File: config.mk
export PLATFORM = sky130hd
export DESIGN_NAME = fetch_unit
export DESIGN_NICKNAME = d
export VERILOG_FILES = /design/src/rtl/fetch_pkg.sv /design/src/rtl/fetch_pc_gen.sv /design/src/rtl/fetch_unit.sv
export SDC_FILE = /design/constraint.sdc
export NUM_CORES = 1
export LEC_CHECK = 0
export CAP_MARGIN = 0
export CORE_MARGIN = 2
export CORE_UTILIZATION = 36
export CTS_BUF_LIST = sky130_fd_sc_hd__clkbuf_8
export DETAILED_ROUTE_END_ITERATION = 8
export GPL_ROUTABILITY_DRIVEN = 0
export PLACE_DENSITY = 0.74
export SLEW_MARGIN = 20
export SYNTH_ARGS = -nofsm -noshare
export SYNTH_HDL_FRONTEND = slang
export SYNTH_SLANG_ARGS = --single-unit
File: constraint.sdc
create_clock -name clk -period 7.9 [get_ports clk]
set_clock_uncertainty 0.1 [all_clocks]
set_input_delay 1.58 -clock clk [delete_from_list [all_inputs] [get_ports clk]]
set_output_delay 1.58 -clock clk [all_outputs]
set_load 0.02 [all_outputs]
File: src/rtl/fetch_pkg.sv
`default_nettype none
// ============================================================================
//  Module   : fetch_pkg
//  Brief    : Shared types and constants for the dual-issue fetch front end.
//  Revision : 1.0 - initial release
// ============================================================================
package fetch_pkg;

    localparam int unsigned FETCH_BYTES     = 8;
    localparam logic [31:0] PAIR_ALIGN_MASK = ~32'h7;

    typedef enum logic [2:0] {
        IDLE = 3'd0,
        REQ  = 3'd1,
        WAIT = 3'd2,
        HOLD = 3'd3,
        DROP = 3'd4
    } state_e;

    typedef enum logic [1:0] {
        PC_HOLD     = 2'd0,
        PC_ADVANCE  = 2'd1,
        PC_REDIRECT = 2'd2
    } pc_sel_e;

endpackage
`default_nettype wire

File: src/rtl/fetch_pc_gen.sv
`default_nettype none
// ============================================================================
//  Module   : fetch_pc_gen
//  Brief    : Fetch PC register with hold / pair-advance / redirect select.
//  Revision : 1.0 - initial release
// ============================================================================
module fetch_pc_gen
    import fetch_pkg::*;
#(
    parameter int unsigned          ADDR_W   = 32,
    parameter logic [ADDR_W-1:0]    RESET_PC = '0
) (
    input  logic              clk,
    input  logic              rst_n,
    input  pc_sel_e           pc_sel,
    input  logic [ADDR_W-1:0] redirect_addr,
    output logic [ADDR_W-1:0] pc
);

    localparam logic [ADDR_W-1:0] c_align_mask = ~ADDR_W'(~PAIR_ALIGN_MASK);
    localparam logic [ADDR_W-1:0] c_word_mask  = ~ADDR_W'(3);

    logic [ADDR_W-1:0] r_pc;
    logic [ADDR_W-1:0] w_pc_next;

    // Advancing always lands on the next pair boundary, so a mid-pair entry re-aligns.
    always_comb begin
        w_pc_next = r_pc;
        unique case (pc_sel)
            PC_ADVANCE:  w_pc_next = (r_pc & c_align_mask) + ADDR_W'(FETCH_BYTES);
            PC_REDIRECT: w_pc_next = redirect_addr & c_word_mask;
            default:     w_pc_next = r_pc;
        endcase
    end

    always_ff @(posedge clk) begin
        if (!rst_n) begin
            r_pc <= RESET_PC;
        end else begin
            r_pc <= w_pc_next;
        end
    end

    assign pc = r_pc;

endmodule
`default_nettype wire

File: src/rtl/fetch_unit.sv
`default_nettype none
// ============================================================================
//  Module   : fetch_unit
//  Brief    : Dual-issue fetch front end: I-cache pair requests, FIFO push,
//             redirect handling with wrong-path response discard.
//  Revision : 1.0 - initial release
// ============================================================================
module fetch_unit
    import fetch_pkg::*;
#(
    parameter int unsigned          ADDR_W   = 32,
    parameter logic [ADDR_W-1:0]    RESET_PC = '0
) (
    input  logic              clk,
    input  logic              rst_n,
    input  logic              stop_fetch,
    input  logic              jump,
    input  logic              jump_accept,
    input  logic [ADDR_W-1:0] jump_addr,
    output logic              icache_req,
    output logic [ADDR_W-1:0] icache_addr,
    input  logic              icache_ready,
    input  logic              icache_rvalid,
    input  logic [63:0]       icache_rdata,
    output logic              fifo_push,
    output logic [31:0]       fifo_instr1,
    output logic [31:0]       fifo_instr2,
    output logic              fifo_valid1,
    output logic              fifo_valid2,
    output logic [ADDR_W-1:0] fifo_pc
);

    localparam logic [ADDR_W-1:0] c_align_mask = ~ADDR_W'(~PAIR_ALIGN_MASK);

    state_e            r_state;
    state_e            w_next_state;
    pc_sel_e           w_pc_sel;
    logic              w_latch;
    logic              w_redirect;
    logic              w_hs;
    logic              w_req;
    logic              w_push;
    logic [63:0]       w_push_data;
    logic [63:0]       r_hold_data;
    logic [ADDR_W-1:0] w_pc;
    logic [ADDR_W-1:0] w_pair_pc;

    fetch_pc_gen #(
        .ADDR_W   (ADDR_W),
        .RESET_PC (RESET_PC)
    ) u_pc_gen (
        .clk           (clk),
        .rst_n         (rst_n),
        .pc_sel        (w_pc_sel),
        .redirect_addr (jump_addr),
        .pc            (w_pc)
    );

    assign w_redirect = jump & jump_accept;
    assign w_hs       = w_req & icache_ready;
    assign w_pair_pc  = w_pc & c_align_mask;

    always_ff @(posedge clk) begin
        if (!rst_n) begin
            r_state <= IDLE;
        end else begin
            r_state <= w_next_state;
        end
    end

    always_comb begin
        w_next_state = r_state;
        w_pc_sel     = PC_HOLD;
        w_latch      = 1'b0;
        unique case (r_state)
            IDLE: begin
                w_next_state = REQ;
                if (w_redirect) w_pc_sel = PC_REDIRECT;
            end
            REQ: begin
                if (w_redirect) begin
                    w_pc_sel = PC_REDIRECT;
                    if (w_hs) w_next_state = DROP;
                end else if (w_hs) begin
                    w_next_state = WAIT;
                end
            end
            WAIT: begin
                // A response arriving with the redirect is simply dropped here.
                if (w_redirect) begin
                    w_pc_sel     = PC_REDIRECT;
                    w_next_state = icache_rvalid ? REQ : DROP;
                end else if (icache_rvalid) begin
                    if (stop_fetch) begin
                        w_latch      = 1'b1;
                        w_next_state = HOLD;
                    end else begin
                        w_pc_sel     = PC_ADVANCE;
                        w_next_state = REQ;
                    end
                end
            end
            HOLD: begin
                if (w_redirect) begin
                    w_pc_sel     = PC_REDIRECT;
                    w_next_state = REQ;
                end else if (!stop_fetch) begin
                    w_pc_sel     = PC_ADVANCE;
                    w_next_state = REQ;
                end
            end
            DROP: begin
                if (w_redirect) w_pc_sel = PC_REDIRECT;
                if (icache_rvalid) w_next_state = REQ;
            end
            default: w_next_state = IDLE;
        endcase
    end

    always_comb begin
        w_req       = 1'b0;
        w_push      = 1'b0;
        w_push_data = r_hold_data;
        unique case (r_state)
            REQ:  w_req = !stop_fetch;
            WAIT: begin
                w_push      = icache_rvalid & !stop_fetch & !w_redirect;
                w_push_data = icache_rdata;
            end
            HOLD: w_push = !stop_fetch & !w_redirect;
            default: ;
        endcase
    end

    always_ff @(posedge clk) begin
        if (!rst_n) begin
            r_hold_data <= '0;
        end else if (w_latch) begin
            r_hold_data <= icache_rdata;
        end
    end

    assign icache_req  = w_req;
    assign icache_addr = w_pair_pc;
    assign fifo_push   = w_push;
    assign fifo_instr1 = w_push ? w_push_data[31:0]  : 32'h0;
    assign fifo_instr2 = w_push ? w_push_data[63:32] : 32'h0;
    assign fifo_valid1 = w_push & ~w_pc[2];
    assign fifo_valid2 = w_push;
    assign fifo_pc     = w_push ? w_pair_pc : '0;

endmodule
`default_nettype wire

# Word-level counts from Yosys, hierarchy flattened
# Index checks and enable logic that the tools add are counted.
# W data, S select, Z words.
# word_totals
register_bits,99
wordCells,55
input_bits,103
# op_classes
add_sub_neg,1
eq_ne,10
n_reduce_logical,6
n_mux,28
bitwise,7
# ops
operator,count
$mux W32,3
$mux W64,1
$pmux W32 S2,1
$add A32 B4 Y32 const B,1
$mux W3,9
$pmux W3 S5,1
$mux W2,4
$mux W1,7
$and A1 B1 Y1,6
$eq A3 B2 Y1 const B,2
$ne A3 B3 Y1 const B,2
$pmux W2 S3,1
$ne A2 B2 Y1 const B,2
$reduce_and A4 Y1,1
$eq A3 B1 Y1 const B,1
$eq A3 B3 Y1 const B,1
$logic_not A3 Y1,1
$reduce_or A3 Y1,1
$eq A2 B1 Y1 const B,1
$eq A2 B2 Y1 const B,1
$logic_not A1 Y1,2
$pmux W1 S2,1
$reduce_bool A2 Y1,1
$not A1 Y1,1

# Logic depth before layout (Yosys ltp)
# depth
word_depth,6
ltp_mapped,13
mapped_depth_nobuf,10

# Hierarchy
# A second synthesis with hierarchy kept.
# hier_totals
cells_unflattened,819
hier_area_um2,5878.1
# modules_own_cells
module,area_each_um2,instances,cells_per_inst
fetch_unit,3956.3,1,572
fetch_pc_gen,1921.8,1,247

# Least setup slack after synthesis
# Ideal clock, no wire load.
# synth_timing
path_kind,input to output
start,input port jump
end,output port fifo_instr2[10]
required_time_ps,6220
t_arrival_ps,2855
slack_ps,3365
n_path_buf,2
cell_stages,7
path_cell_list,nand2_1 > nand3_1 > nor3_1 > inv_2 > buf_2 > buf_1 > a21oi_1
# synth_via
elab_chain_cells,5
# synth_rtl
element,line,source
"start, declared",fetch_unit.sv:17,"input logic jump,"
$and A1 B1 Y1 *,fetch_unit.sv:59,assign w_redirect = jump & jump_accept;
$logic_not A1 Y1 *,"fetch_unit.sv:127, fetch_unit.sv:130",
$and A1 B1 Y1 (on tied branches),"fetch_unit.sv:130, fetch_unit.sv:127",
$pmux W1 S2 *,fetch_unit.sv:124,unique case (r_state)
$mux W32 *,fetch_unit.sv:147,assign fifo_instr2 = w_push ? w_push_data[63:32] : 32'h0;
"end, declared",fetch_unit.sv:27,"output logic [31:0] fifo_instr2,"
# Every way passes the cells marked *; elsewhere a longest branch is shown, timed or not.

# Worst setup path after layout
# layout_timing
start,input port jump
end,output port fifo_instr2[22]
# The elaborated chain is that of the path after synthesis.

==> flow_summary_export.csv <==
group,metric,value,unit
status,status,"completed",
clocking,cts_tree,"done",
setup_path,max_stage_delay,0.63,ns
synth,ys.flop_type,"dfxtp_1",
routing,vias_per_cell,5.096,
clocking,post_cts_buffers,0,
setup_path,crit_type,"in -> out",
clocking,cts_root_buffer,"clkbuf_8",
setup_path,cpMostUsedCell,"clkdlybuf4s50_1",
sta,maxSlewViolCount,0,
placed_design,hpwlAfterDp,11980,um
synth,ys_async_sr_fraction,0,%
synth,avgSynthCellArea,7.167,sq um
placed_design,numPortBuffers,226,
sta,period_needed,5.629,ns
setup_path,end_kind,"primary output",
synth,yosysUniqueCellTypes,64,
job,max_cap_violations,0,
clocking,clock_latency,0.37,ns
power,power_density,138.2,nW/um^2
cells_and_area,antenna_cells,0,
global_route,grt_max_degree,102,
floorplanning,rows,47,
setup_path,arrival,3.95,ns
setup_path,critPathSlowestCell,"clkdlybuf4s50_1",
global_route,grt_pass1_wl,28950,um
routing,first_iter_violations,427,
routing,drt_pass1_iterations,5,
worst_hold_path,holdCritStartpoint,"r_hold_data[57]",
floorplanning,die_h,133.4,um
cells_and_area,fill_cells,1658,
global_route,grtUsageTotal,19.78,%
setup_path,timing.critical_path.buf_inv,4,
synth,ys_ff_latch,97,
power,total_power,1.135,mW
floorplanning,start_util,36.60,%
global_route,overflow,0,
cells_and_area,layout.nets,1097,
setup_path,cp_cell_sequence,"clkdlybuf4s50_1 -> nand2_1 -> nand3_1 -> nor3_2 -> inv_2 -> buf_4 -> a21oi_1 -> clkdlybuf4s50_1",
setup_path,cp_top_family,"buffers and inverters",
floorplanning,core,16470,sq um
synth,synth_edf_count,0,
sta,max-slew-margin-rel,35.93,%
global_route,antenna_found_initial,0,
floorplanning,dieArea,17790,sq um
setup_path,cp_max_fo,64,
setup_path,r2r_start,"r_state[0]",
routing,ant_nets,0,
synth,synthesis.area,6027,sq um
cells_and_area,drive_gt1_share,4.326,%
sta,tns,0,ns
worst_hold_path,hp-class,"reg -> reg",
floorplanning,io_pins,235,
clocking,clock_sinks,97,
synth,ys_seq_area_share,32.22,%
routing,wl_per_cell,14.97,um
setup_path,cp-startpoint,"jump",
sta,worst_pin_slew,0.9611,ns
setup_path,critPathLaunchType,"input pin",
sta,setup_viol,0,
routing,vias,6186,
global_route,first_global_vias,5517,
clocking,clockBufferDepth,2,
cells_and_area,final_util,49.86,%
sta,rsz0062_at_grt,"no",
floorplanning,die_width,133.4,um
cells_and_area,area.growth.synth_to_final,36.21,%
clocking,clk_pin_slew_worst_paths,0.09,ns
clocking,cts_htree_levels,3,
routing,wl,18180,um
routing,drc_errors,0,
setup_path,worstPathRequired,6.22,ns
sta,hold_viol,0,
sta,max_freq,177.7,MHz
power,p_leak,2.580,nW
synth,netlist_instances,841,
sta,min_period_over_period,71.25,%
synth,yosys_warnings,0,
clocking,cts_hold_buf,0,
power,ir_drop,0.09286,mV
clocking,cts_buffers,9,
clocking,cts_resized,0,
-- flip-flops by register name (all words and copies together), names as in the netlist --
register / cells
r_hold_data: 64
r_state: 3
u_pc_gen.pc: 30
-- layout make-up --
cell class                 count  area, sq um  area share, %
timing repair buffer         234         2317          28.23
multi-input combinational    641         3430          41.78
sequential                    97         1942          23.65
tap                          220        275.3          3.353
clock inverter                 4        77.57         0.9450
inverter                       8        30.03         0.3658
clock buffer                  10        137.6          1.677
-- cells in the mapped netlist (6+ instances only) --
| cell | n | area share (%) |
|---|---|---|
| o211ai_1 | 6 | 0.75 |
| inv_1 | 6 | 0.37 |
| a21boi_0 | 7 | 0.87 |
| a22oi_1 | 7 | 0.87 |
| nor2_1 | 28 | 1.7 |
| buf_4 | 40 | 5.0 |
| nor3_1 | 14 | 1.2 |
| o21ai_0 | 22 | 1.8 |
| nand2_1 | 281 | 18 |
| buf_6 | 15 | 2.8 |
| clkbuf_1 | 36 | 2.2 |
| dfxtp_1 | 97 | 32 |
| nand3_1 | 11 | 0.91 |
| and2_1 | 34 | 3.5 |
| a21oi_1 | 79 | 6.6 |
| a21boi_1 | 62 | 7.7 |
-- where the power goes --
part / total [mW] / internal [mW] / switching (mW) / leakage [nW]
sequential: 0.531 / 0.505 / 0.0255 / 0.785
clock: 0.368 / 0.186 / 0.182 / 0.109
combinational: 0.236 / 0.108 / 0.128 / 1.69
-- worst min-delay path, delay by kind of cell, from the launching register on --
family | cells | cell delay, ns
flip-flops | 1 | 0.32
AND/OR/NAND/NOR | 1 | 0.05
AO/OA/AOI/OAI | 1 | 0.05
-- path summary, 6_finish.rpt --
path	cells past startpoint	slack (ns)	end
worst min register to register	2	0.36	r_hold_data[57]
worst max-delay path	8	2.27	fifo_instr2[22]
worst max register to register	9	4.20	u_pc_gen.pc[19]
worst min-delay path	2	0.36	r_hold_data[57]
-- metal layers --
metal	track usage [%]	up-vias	part of all wire, %
met4	6.206	0	1.6
met2	32.45	152	48
met5	0	-	0
met1	26.53	2920	45
met3	3.463	18	5.0
li1	-	3096	-
-- layout by cell type, fill, tap and decap left out, types with 6 or more instances in the layout --
cell type / instances
a21boi_0: 7
a21boi_1: 62
a21oi_1: 79
a22oi_1: 7
and2_1: 34
buf_4: 8
clkbuf_8: 10
clkdlybuf4s50_1: 225
conb_1: 6
dfxtp_1: 97
inv_1: 6
nand2_1: 281
nand3_1: 11
nor2_1: 27
nor3_1: 13
o211ai_1: 6
o21ai_0: 22
-- cell families after synthesis --
family                   count (synthesis)  synth area share (%)
adder cells (fa/ha/maj)                  3                0.6229
XOR/XNOR                                 4                0.5812
buffers and inverters                  108                 11.42
other                                    1               0.06222
AND/OR/NAND/NOR                        405                 30.75
multiplexers                             3                0.4983
flip-flops                              97                 32.22
AO/OA/AOI/OAI                          220                 23.85
-- stage by stage --
stage          hold WS, ns  setup WS, ns  std cells  cell area [sq um]
6_report            0.3553         2.271       1214               8209
5_1_grt             0.3694         2.091       1214               8209
4_1_cts             0.3585         2.240       1214               8209
3_5_place_dp        0.3450         2.243       1200               7994
3_3_place_gp        0.3410         2.277       1200               7994
2_1_floorplan       0.3353         3.365        846               6046
Power figures use the tool's default switching activity.
